**src/rtl/uart_pkg.sv**
```systemverilog
// Shared UART definitions: parity mode, transmitter states and the frame-length helper
// that the receiver will reuse.
package uart_pkg;

    typedef enum logic [1:0] {
        PARITY_NONE = 2'd0,
        PARITY_ODD  = 2'd1,
        PARITY_EVEN = 2'd2
    } parity_e;

    typedef enum logic [2:0] {
        ST_IDLE,
        ST_START,
        ST_DATA,
        ST_PARITY,
        ST_STOP
    } tx_state_e;

    // Bit periods in one frame: start + data + optional parity + stop.
    function automatic int unsigned frame_bits(input int unsigned data_bits,
                                               input int unsigned stop_bits,
                                               input parity_e     parity);
        return 32'd1 + data_bits + ((parity == PARITY_NONE) ? 32'd0 : 32'd1) + stop_bits;
    endfunction

endpackage

```
**src/rtl/uart_fifo.sv**
```systemverilog
// Show-ahead synchronous FIFO: the head entry is visible on data_o whenever empty_o is low.
// Pushes while full and pops while empty are ignored.
module uart_fifo #(
    parameter int WIDTH = 8,
    parameter int DEPTH = 4
) (
    input  logic                     clk,
    input  logic                     rst,
    input  logic                     push_i,
    input  logic [WIDTH-1:0]         data_i,
    input  logic                     pop_i,
    output logic [WIDTH-1:0]         data_o,
    output logic                     full_o,
    output logic                     empty_o,
    output logic [$clog2(DEPTH):0]   level_o
);

    localparam int AW = $clog2(DEPTH);

    logic [WIDTH-1:0] mem_q [DEPTH];
    logic [AW-1:0]    wr_ptr_q;
    logic [AW-1:0]    rd_ptr_q;
    logic [AW:0]      count_q;
    logic             do_push;
    logic             do_pop;

    assign full_o  = (count_q == (AW+1)'(DEPTH));
    assign empty_o = (count_q == '0);
    assign level_o = count_q;
    assign data_o  = mem_q[rd_ptr_q];

    assign do_push = push_i && !full_o;
    assign do_pop  = pop_i && !empty_o;

    // NOTE: the storage array has no reset; the pointers and count alone decide which
    // entries are valid, so clearing the data would only cost reset fan-out.
    always_ff @(posedge clk) begin
        if (do_push) begin
            mem_q[wr_ptr_q] <= data_i;
        end
    end

    always_ff @(posedge clk) begin
        if (rst) begin
            wr_ptr_q <= '0;
            rd_ptr_q <= '0;
            count_q  <= '0;
        end else begin
            if (do_push) begin
                wr_ptr_q <= wr_ptr_q + AW'(1);
            end
            if (do_pop) begin
                rd_ptr_q <= rd_ptr_q + AW'(1);
            end
            if (do_push && !do_pop) begin
                count_q <= count_q + (AW+1)'(1);
            end else if (do_pop && !do_push) begin
                count_q <= count_q - (AW+1)'(1);
            end
        end
    end

endmodule

```
**src/rtl/uart_tx_cfg.sv**
```systemverilog
// UART transmitter: buffered byte stream in, LSB-first frames out with a runtime divisor,
// optional parity and back-to-back frames while data is queued.
module uart_tx_cfg
    import uart_pkg::*;
#(
    parameter int      DATA_BITS  = 8,
    parameter int      STOP_BITS  = 1,
    parameter parity_e PARITY     = PARITY_NONE,
    parameter int      DIV_WIDTH  = 16,
    parameter int      FIFO_DEPTH = 4
) (
    input  logic                          clk,
    input  logic                          rst,
    input  logic [DIV_WIDTH-1:0]          clks_per_bit,
    input  logic [DATA_BITS-1:0]          in_data,
    input  logic                          in_valid,
    output logic                          in_ready,
    output logic                          tx,
    output logic                          busy,
    output logic [$clog2(FIFO_DEPTH):0]   fifo_level
);

    localparam logic [3:0]           LAST_DATA = 4'(DATA_BITS - 1);
    localparam logic [3:0]           LAST_STOP = 4'(STOP_BITS - 1);
    localparam logic [DIV_WIDTH-1:0] DIV_ONE   = DIV_WIDTH'(1);

    tx_state_e             state_q, state_d;
    logic [DIV_WIDTH-1:0]  div_q, div_d;
    logic [DIV_WIDTH-1:0]  baud_q, baud_d;
    logic [3:0]            bit_q, bit_d;
    logic [DATA_BITS-1:0]  shift_q, shift_d;
    logic                  parity_q, parity_d;
    logic                  tx_q, tx_d;

    logic                  fifo_full;
    logic                  fifo_empty;
    logic                  fifo_push;
    logic [DATA_BITS-1:0]  fifo_head;
    logic                  load;
    logic                  bit_end;

    assign fifo_push = in_valid && !fifo_full;
    assign in_ready  = !fifo_full;

    uart_fifo #(
        .WIDTH (DATA_BITS),
        .DEPTH (FIFO_DEPTH)
    ) u_fifo (
        .clk     (clk),
        .rst     (rst),
        .push_i  (fifo_push),
        .data_i  (in_data),
        .pop_i   (load),
        .data_o  (fifo_head),
        .full_o  (fifo_full),
        .empty_o (fifo_empty),
        .level_o (fifo_level)
    );

    assign bit_end = (baud_q == div_q - DIV_ONE);

    // NOTE: every signal written here gets its default before any branch, so no path
    // leaves a value unassigned and no latch can be inferred.
    always_comb begin
        state_d  = state_q;
        div_d    = div_q;
        baud_d   = baud_q;
        bit_d    = bit_q;
        shift_d  = shift_q;
        parity_d = parity_q;
        load     = 1'b0;

        if (state_q != ST_IDLE) begin
            baud_d = bit_end ? '0 : baud_q + DIV_ONE;
        end

        unique case (state_q)
            ST_IDLE: begin
                load = !fifo_empty;
            end
            ST_START: begin
                if (bit_end) begin
                    state_d = ST_DATA;
                end
            end
            ST_DATA: begin
                if (bit_end) begin
                    shift_d = shift_q >> 1;
                    if (bit_q == LAST_DATA) begin
                        bit_d   = '0;
                        state_d = (PARITY == PARITY_NONE) ? ST_STOP : ST_PARITY;
                    end else begin
                        bit_d = bit_q + 4'd1;
                    end
                end
            end
            ST_PARITY: begin
                if (bit_end) begin
                    state_d = ST_STOP;
                end
            end
            ST_STOP: begin
                if (bit_end) begin
                    if (bit_q == LAST_STOP) begin
                        bit_d = '0;
                        if (!fifo_empty) begin
                            load = 1'b1;
                        end else begin
                            state_d = ST_IDLE;
                        end
                    end else begin
                        bit_d = bit_q + 4'd1;
                    end
                end
            end
            default: begin
                state_d = ST_IDLE;
            end
        endcase

        // Frame start: parity is taken from the whole byte now, before any shifting.
        if (load) begin
            state_d  = ST_START;
            shift_d  = fifo_head;
            div_d    = (clks_per_bit == '0) ? DIV_ONE : clks_per_bit;
            baud_d   = '0;
            bit_d    = '0;
            parity_d = (PARITY == PARITY_ODD) ? ~^fifo_head : ^fifo_head;
        end

        // The pin level follows the next state so the registered tx lines up with it.
        tx_d = 1'b1;
        case (state_d)
            ST_START:  tx_d = 1'b0;
            ST_DATA:   tx_d = shift_d[0];
            ST_PARITY: tx_d = parity_d;
            default:   tx_d = 1'b1;
        endcase
    end

    // NOTE: state registers use non-blocking assignments so every flop samples the
    // pre-edge values and the order of statements inside the block does not matter.
    always_ff @(posedge clk) begin
        if (rst) begin
            state_q  <= ST_IDLE;
            div_q    <= DIV_ONE;
            baud_q   <= '0;
            bit_q    <= '0;
            shift_q  <= '0;
            parity_q <= 1'b0;
            tx_q     <= 1'b1;
        end else begin
            state_q  <= state_d;
            div_q    <= div_d;
            baud_q   <= baud_d;
            bit_q    <= bit_d;
            shift_q  <= shift_d;
            parity_q <= parity_d;
            tx_q     <= tx_d;
        end
    end

    assign tx   = tx_q;
    assign busy = (state_q != ST_IDLE) || !fifo_empty;

endmodule
```
**config.mk**
```make
export PLATFORM = sky130hd
export DESIGN_NAME = uart_tx_cfg
export DESIGN_NICKNAME = d
export VERILOG_FILES = /design/src/rtl/uart_pkg.sv /design/src/rtl/uart_fifo.sv /design/src/rtl/uart_tx_cfg.sv
export SDC_FILE = /design/constraint.sdc
export NUM_CORES = 1
export LEC_CHECK = 0
export BUFFER_PORTS_ARGS = -buffer_cell sky130_fd_sc_hd__buf_2
export CAP_MARGIN = 20
export CORE_MARGIN = 4
export CORE_UTILIZATION = 60
export DETAILED_ROUTE_END_ITERATION = 10
export PLACE_DENSITY = 0.85
export SYNTH_ARGS = -nofsm -noshare
export SYNTH_HDL_FRONTEND = slang
export SYNTH_HIERARCHICAL = 1
export SYNTH_SLANG_ARGS = --single-unit
```
**constraint.sdc**
```tcl
create_clock -name clk -period 5.7 [get_ports clk]
set_clock_uncertainty 0.1 [all_clocks]
set_input_delay 0.855 -clock clk [delete_from_list [all_inputs] [get_ports clk]]
set_output_delay 0.855 -clock clk [all_outputs]
set_load 0.03 [all_outputs]
```
==> reports/qor.yml, run 1 <==
status: "finished, final reports clean"
drcViolationCount: 0
clk_path_buf_depth: 2
syn_nets: 453
cts_resized: 0
cts_tree: "yes"
die_y_um: 93.4
ff2ff_path_depth: 16
cts-buffers-inserted: 9
end_kind: "flip-flop"
drive_above_1_share_pct: 16.3
ys_ff_latch: 90
path_clk_slew_ns: 0.10
clk_latency_ns: 0.37
clock-sinks: 90
clock.fmax_mhz: 216
hold_viol: 0
wl_per_cell_um: 16.5
multi_input_area_mm2: 0.00209
ys.flop_type: "dfxtp_1"
grt_max_degree: 28
setup_violations: 0
power.switching_w: 0.000963
yosysWarnings: 6
clkPwrFrac_pct: 18.1
maxSlewViolCount: 0
crit_arrival_ns: 4.83
rows: 30
final_cell_mix: "58 x dfxtp_1, 43 x nor2_1, 32 x buf_2, 32 x edfxtp_1, 31 x nand2_1"
swShare_pct: 41.3
overflow: 0
slowest_stage: "o21a_1"
cp.required_ns: 5.90
placed_area_mm2: 0.00455
fill_cells: 522
synth_top_cell_area_share_pct: 26.5
synth.distinct_cells: 65
min_from: "shift_q[7]"
grt_usage_pct: 21.9
crit_path_max_incr_delay_ns: 0.59
p_per_area_mw_per_mm2: 492
syn_avg_cell_area_um2: 10.5
holdWs_ns: 0.384
postRouteAntennaNets: 0
peakVddDrop_v: 0.000315
holdCritPathClass: "flip-flop to flip-flop"
cellLeakagePower_nw: 1.76
final_common_cell: "dfxtp_1"
vias_per_cell: 5.94
yosysTopAreaCell: "dfxtp_1"
crit_path_cell_trace: "inv_1, ha_1, or4b_1, o311a_1, o21bai_1, a31oi_1, nand3_2, o21a_1, inv_2, o31ai_2, ha_1, inv_1, fa_1, xor2_1, or3_1, a21oi_1"
start_kind: "flip-flop"
critical_path.max_fanout: 20
rrSetupSlack_ns: 1.08
combPwrFrac_pct: 41.1
final-seq-area_mm2: 0.00212
antenna_found_initial: 0
ys_async_sr_fraction_pct: 0
n_antenna_cell: 0
core-area_mm2: 0.00694
syn_area_mm2: 0.00438
holdBufCountCts: 0
intPower_w: 0.00137
drv_cap: 0
period_needed_ns: 4.62
min_to: "shift_q[7]"
hold_depth: 2
nets: 475
first_pass_iters: 6
max_slew_margin_pct: 44.2
gp_congestion: 0.864
syn_to_final_growth_pct: 8.38
grt_pass1_wl_um: 15000
portBuffers: 32
start_util_pct: 63.0
root_buffer: "clkbuf_8"
worstMarginPinSlew_ns: 0.834
synth_enable_flop_cells: 32
dieWidth_um: 93.4
setup.worst_path.class: "flip-flop to flip-flop"
postSynthCellCount: 416
reg2reg_from: "div_q[0]"
dpl.hpwl_um: 6510
period_share_pct: 81.1
pwr-share-seq_pct: 40.8
wirelength_um: 8890
ioPinCount: 33
grt_setup_unrepaired: "false"
htreeDepth: 3
yosys-top-cells-area: "dfxtp_1 27%, edfxtp_1 22%, xor2_1 5.2%"
setup_tns_ns: 0
dieArea_mm2: 0.00872
fin_area_mm2: 0.00474
drt_iter0_drc: 213
cts_setup_buffers: 0
grt_pass1_vias: 3106
r2r_end: "u_fifo/level_o[2]"
ys_seq_area_share_pct: 48.5
dr_total_vias: 3202
-- registers in the layout, indices dropped and copies added (netlist names), 2 cells and up, named ones only --
name / flops
div_q: 16
u_fifo/rd_ptr_q: 2
bit_q: 4
u_fifo/wr_ptr_q: 2
baud_q: 16
u_fifo/level_o: 3
state_q: 3
u_fifo/mem_q: 32
shift_q: 8
-- worst max-delay path: cells and delay by family, from the launching register on --
| kind | cells | cell delay [ns] |
|---|---|---|
| buf+inv | 3 | 0.41 |
| simple gates | 3 | 1.06 |
| flops | 1 | 0.38 |
| compound gates | 6 | 1.51 |
| xor+xnor | 1 | 0.16 |
| fa+ha+maj | 3 | 0.92 |
-- logic make-up (layout without fill, tap and decap cells) --
family	count (synthesis)	after routing	synth area share (%)
fa+ha+maj	10	10	3.03
xor+xnor	45	45	9.01
compound gates	65	65	11.9
buf+inv	36	63	3.66
mux	11	11	4.80
flops	90	90	48.5
simple gates	159	159	19.1
-- synthesized netlist by cell type, drive strengths merged, types with 2 or more instances --
cell type and number:
a21oi 14, a311oi 6, a211o 2, ha 9, or4b 2, a211oi 3, nand2b 5, o31ai 3
and2 4, nor4 9, nor2 44, o2111ai 2, nand4 4, nor2b 3, or4 4, a22o 13
nand3b 2, a31oi 3, xnor2 19, nor3b 3, nor3 9, and3 7, o41a 2, o21ai 6
dfxtp 58, xor2 26, clkbuf 15, or3 11, nand2 31, nor4b 2, mux2i 3, inv 15
a41o 2, buf 6, mux4 8, nand3 14, edfxtp 32
-- final cells by class --
cell class	count	share of cell area (%)
sequential	90	44.7
multi-input combinational	290	44.2
timing repair buffer	32	3.38
clock buffer	9	2.61
tap	96	2.53
clock inverter	7	1.40
inverter	15	1.19
-- through the flow --
step	power (W)	cells	worst slack [ns]	util [%]
2_1_floorplan	0.00173	416	2.19	-
3_3_place_gp	0.00187	523	1.42	65.6
3_5_place_dp	0.00191	523	1.16	65.6
4_1_cts	0.00234	539	1.12	68.3
5_1_grt	0.00249	539	0.748	68.3
6_report	0.00233	539	1.08	68.3
-- layer usage --
metal	routed length, um	GRT usage (%)	vias up	part of all wire, %
met2	4500	36.6	83	51
met5	0	0	-	0
met1	3800	28.1	1535	43
met3	420	5.15	19	4.7
met4	172	7.08	0	1.9
li1	-	-	1565	-
-- worst max-delay path by stage --
stage               cells past startpoint  slack [ns]  startpoint           endpoint
CTS                                    16        1.12    div_q[0]  u_fifo/level_o[2]
global placement                       16        1.42    div_q[0]  u_fifo/level_o[2]
finish                                 16        1.08    div_q[0]  u_fifo/level_o[2]
global route                           16        0.75    div_q[0]  u_fifo/level_o[2]
detailed placement                     16        1.16    div_q[0]  u_fifo/level_o[2]
floorplan                              15        2.19    div_q[0]  u_fifo/level_o[2]
-- power by group through the flow --
stage	Sequential (W)	Clock, W	Combinational [W]
4_1_cts	0.000949	0.000428	0.000961
3_5_place_dp	0.000961	0	0.000952
2_1_floorplan	0.000918	0	0.000815
6_report	0.000952	0.000423	0.000959
3_3_place_gp	0.000949	0	0.000917
5_1_grt	0.000973	0.000452	0.00106
Power figures use the tool's default switching activity.
==> run 2, diff against run 1 <==
CORE_UTILIZATION = 54   (was 60)
PLACE_DENSITY = 0.81   (was 0.85)
clock period = 4.1 ns   (was 5.7 ns; I/O delays follow)
==> run 2 against run 1 <==
Clock power is 43% higher. Highest routed layer unchanged. First-iteration DRC count rose by 24%. Cell area increased by 1.1%. Power is 42% higher.
==> reports/qor.yml, run 2 (synthesis results as in run 1) <==
period_needed_ns: 3.82
wirelength_um: 8660
peakVddDrop_v: 0.000433
cts-buffers-inserted: 9
busiest_layer: "met2"
largest_reg_flops: 32
final_cell_mix: "58 x dfxtp_1, 43 x nor2_1, 32 x buf_2, 32 x edfxtp_1, 31 x nand2_1"
grt_pass1_wl_um: 14800
fill_cells: 635
worstMarginPinSlew_ns: 0.836
fin_cells: 550
grt_max_degree: 28
path_clk_slew_ns: 0.10
clock.fmax_mhz: 262
core-area_mm2: 0.00781
n_antenna_cell: 0
dieWidth_um: 98.0
gp_congestion: 0.855
dieArea_mm2: 0.00961
postRouteAntennaNets: 0
globalRouteMet2Util_pct: 30.7
drive_above_1_share_pct: 17.4
p_per_area_mw_per_mm2: 691
clock-sinks: 90
top_register: "u_fifo/mem_q"
ioPinCount: 33
drcViolationCount: 0
final_common_cell: "dfxtp_1"
hold_viol: 0
critical_path.max_fanout: 8
first_pass_iters: 4
setup_violations: 0
die_y_um: 98.0
crit_path_cell_trace: "inv_1, ha_2, or4b_1, o311a_1, o21bai_1, a31oi_1, nand3_2, o21a_1, inv_2, o31ai_2, ha_1, inv_1, fa_1, xor2_1, or3_1, a21oi_1"
slowest_stage: "or4b_1"
top_regs: "u_fifo/mem_q: 32 flops, baud_q: 16 flops, div_q: 16 flops"
holdCritPathClass: "input pin to flip-flop"
clk_path_buf_depth: 2
rows: 32
drt_iter0_drc: 265
setup_tns_ns: 0
grt_util_met3_pct: 4.29
start_kind: "flip-flop"
cp.required_ns: 4.29
end_kind: "flip-flop"
dr_total_vias: 3187
setup.worst_path.class: "flip-flop to flip-flop"
nets: 480
portBuffers: 32
holdBufCountCts: 0
root_buffer: "clkbuf_8"
status: "finished, final reports clean"
cellLeakagePower_nw: 1.79
grt_pass1_vias: 3110
maxSlewViolCount: 0
max_slew_margin_pct: 44.1
grt_usage_pct: 18.7
grt_setup_unrepaired: "false"
wl_per_cell_um: 15.7
htreeDepth: 3
overflow: 0
gr-usage-met1_pct: 25.2
drv_cap: 0
cts_tree: "yes"
crit_top_cell: "inv_1"
start_util_pct: 56.1
crit_path_max_incr_delay_ns: 0.54
syn_to_final_growth_pct: 9.58
dpl.hpwl_um: 6310
crit_arrival_ns: 4.02
fin_util_pct: 61.4
clk_latency_ns: 0.36
dp_cells: 532
period_share_pct: 93.2
antenna_found_initial: 0
vias_per_cell: 5.79
run 2: cell count changes in the layout (fill, tap and decap cells not counted):
cell,previous run,this run
clkinv_4,0,1
buf_4,0,5
clkinvlp_4,2,0
inv_8,3,4
ha_1,9,8
ha_2,0,1
run 2: where the power goes:
| part | internal [W] | switching [W] | total, W |
|---|---|---|---|
| Combinational | 0.000601 | 0.000793 | 0.00139 |
| Sequential | 0.00111 | 0.000204 | 0.00131 |
| Clock | 0.000243 | 0.000361 | 0.000604 |
run 2: stage by stage:
stage               worst slack (ns)  hold WS (ns)  total power [W]  area, um2
floorplan                      0.593         0.348          0.00241       4380
global placement               0.383         0.360          0.00264       4580
detailed placement             0.168         0.369          0.00269       4580
CTS                            0.132         0.347          0.00329       4780
global route                   0.104         0.339          0.00353       4800
finish                         0.277         0.358          0.00331       4800
run 2: routing by layer:
| layer | vias up | share of wire, % |
|---|---|---|
| met5 | - | 0 |
| met4 | 0 | 1.2 |
| met3 | 9 | 3.7 |
| met2 | 51 | 49 |
| met1 | 1558 | 46 |
| li1 | 1569 | - |
run 2: path summary, 6_finish.rpt:
| path | from | end | slack [ns] | cells after the start |
|---|---|---|---|---|
| worst min-delay path | in_data[4] | u_fifo/mem_q[3][4] | 0.36 | 1 |
| worst max register to register | div_q[0] | u_fifo/level_o[2] | 0.28 | 16 |
| worst min register to register | shift_q[4] | shift_q[3] | 0.39 | 2 |
| worst max-delay path | div_q[0] | u_fifo/level_o[2] | 0.28 | 16 |
run 2: layout make-up:
type / count / area, um2 / area share, %
clock buffers: 9 / 124 / 2.58
clock inverters: 7 / 71.3 / 1.49
inverters: 15 / 56.3 / 1.17
multi-input cells: 290 / 2100 / 43.7
flip-flops and latches: 90 / 2120 / 44.2
well taps: 102 / 128 / 2.66
repair buffers: 37 / 198 / 4.12
run 2: critical path, delay by kind of cell, from the launching register on:
family	cells	cell delay, ns
and+or+nand+nor	3	0.98
DFF	1	0.37
adders and majority gates	3	0.90
xor gates and xnor gates	1	0.16
buffers and inverters	3	0.22
AOI/OAI and AO/OA	6	1.04
run 2: what timing repair did:
| item | in CTS | in global routing |
|---|---|---|
| resized for setup | 0 | 1 |
| setup endpoints to repair | 0 | 2 |
| buffers inserted | 0 | 2 |
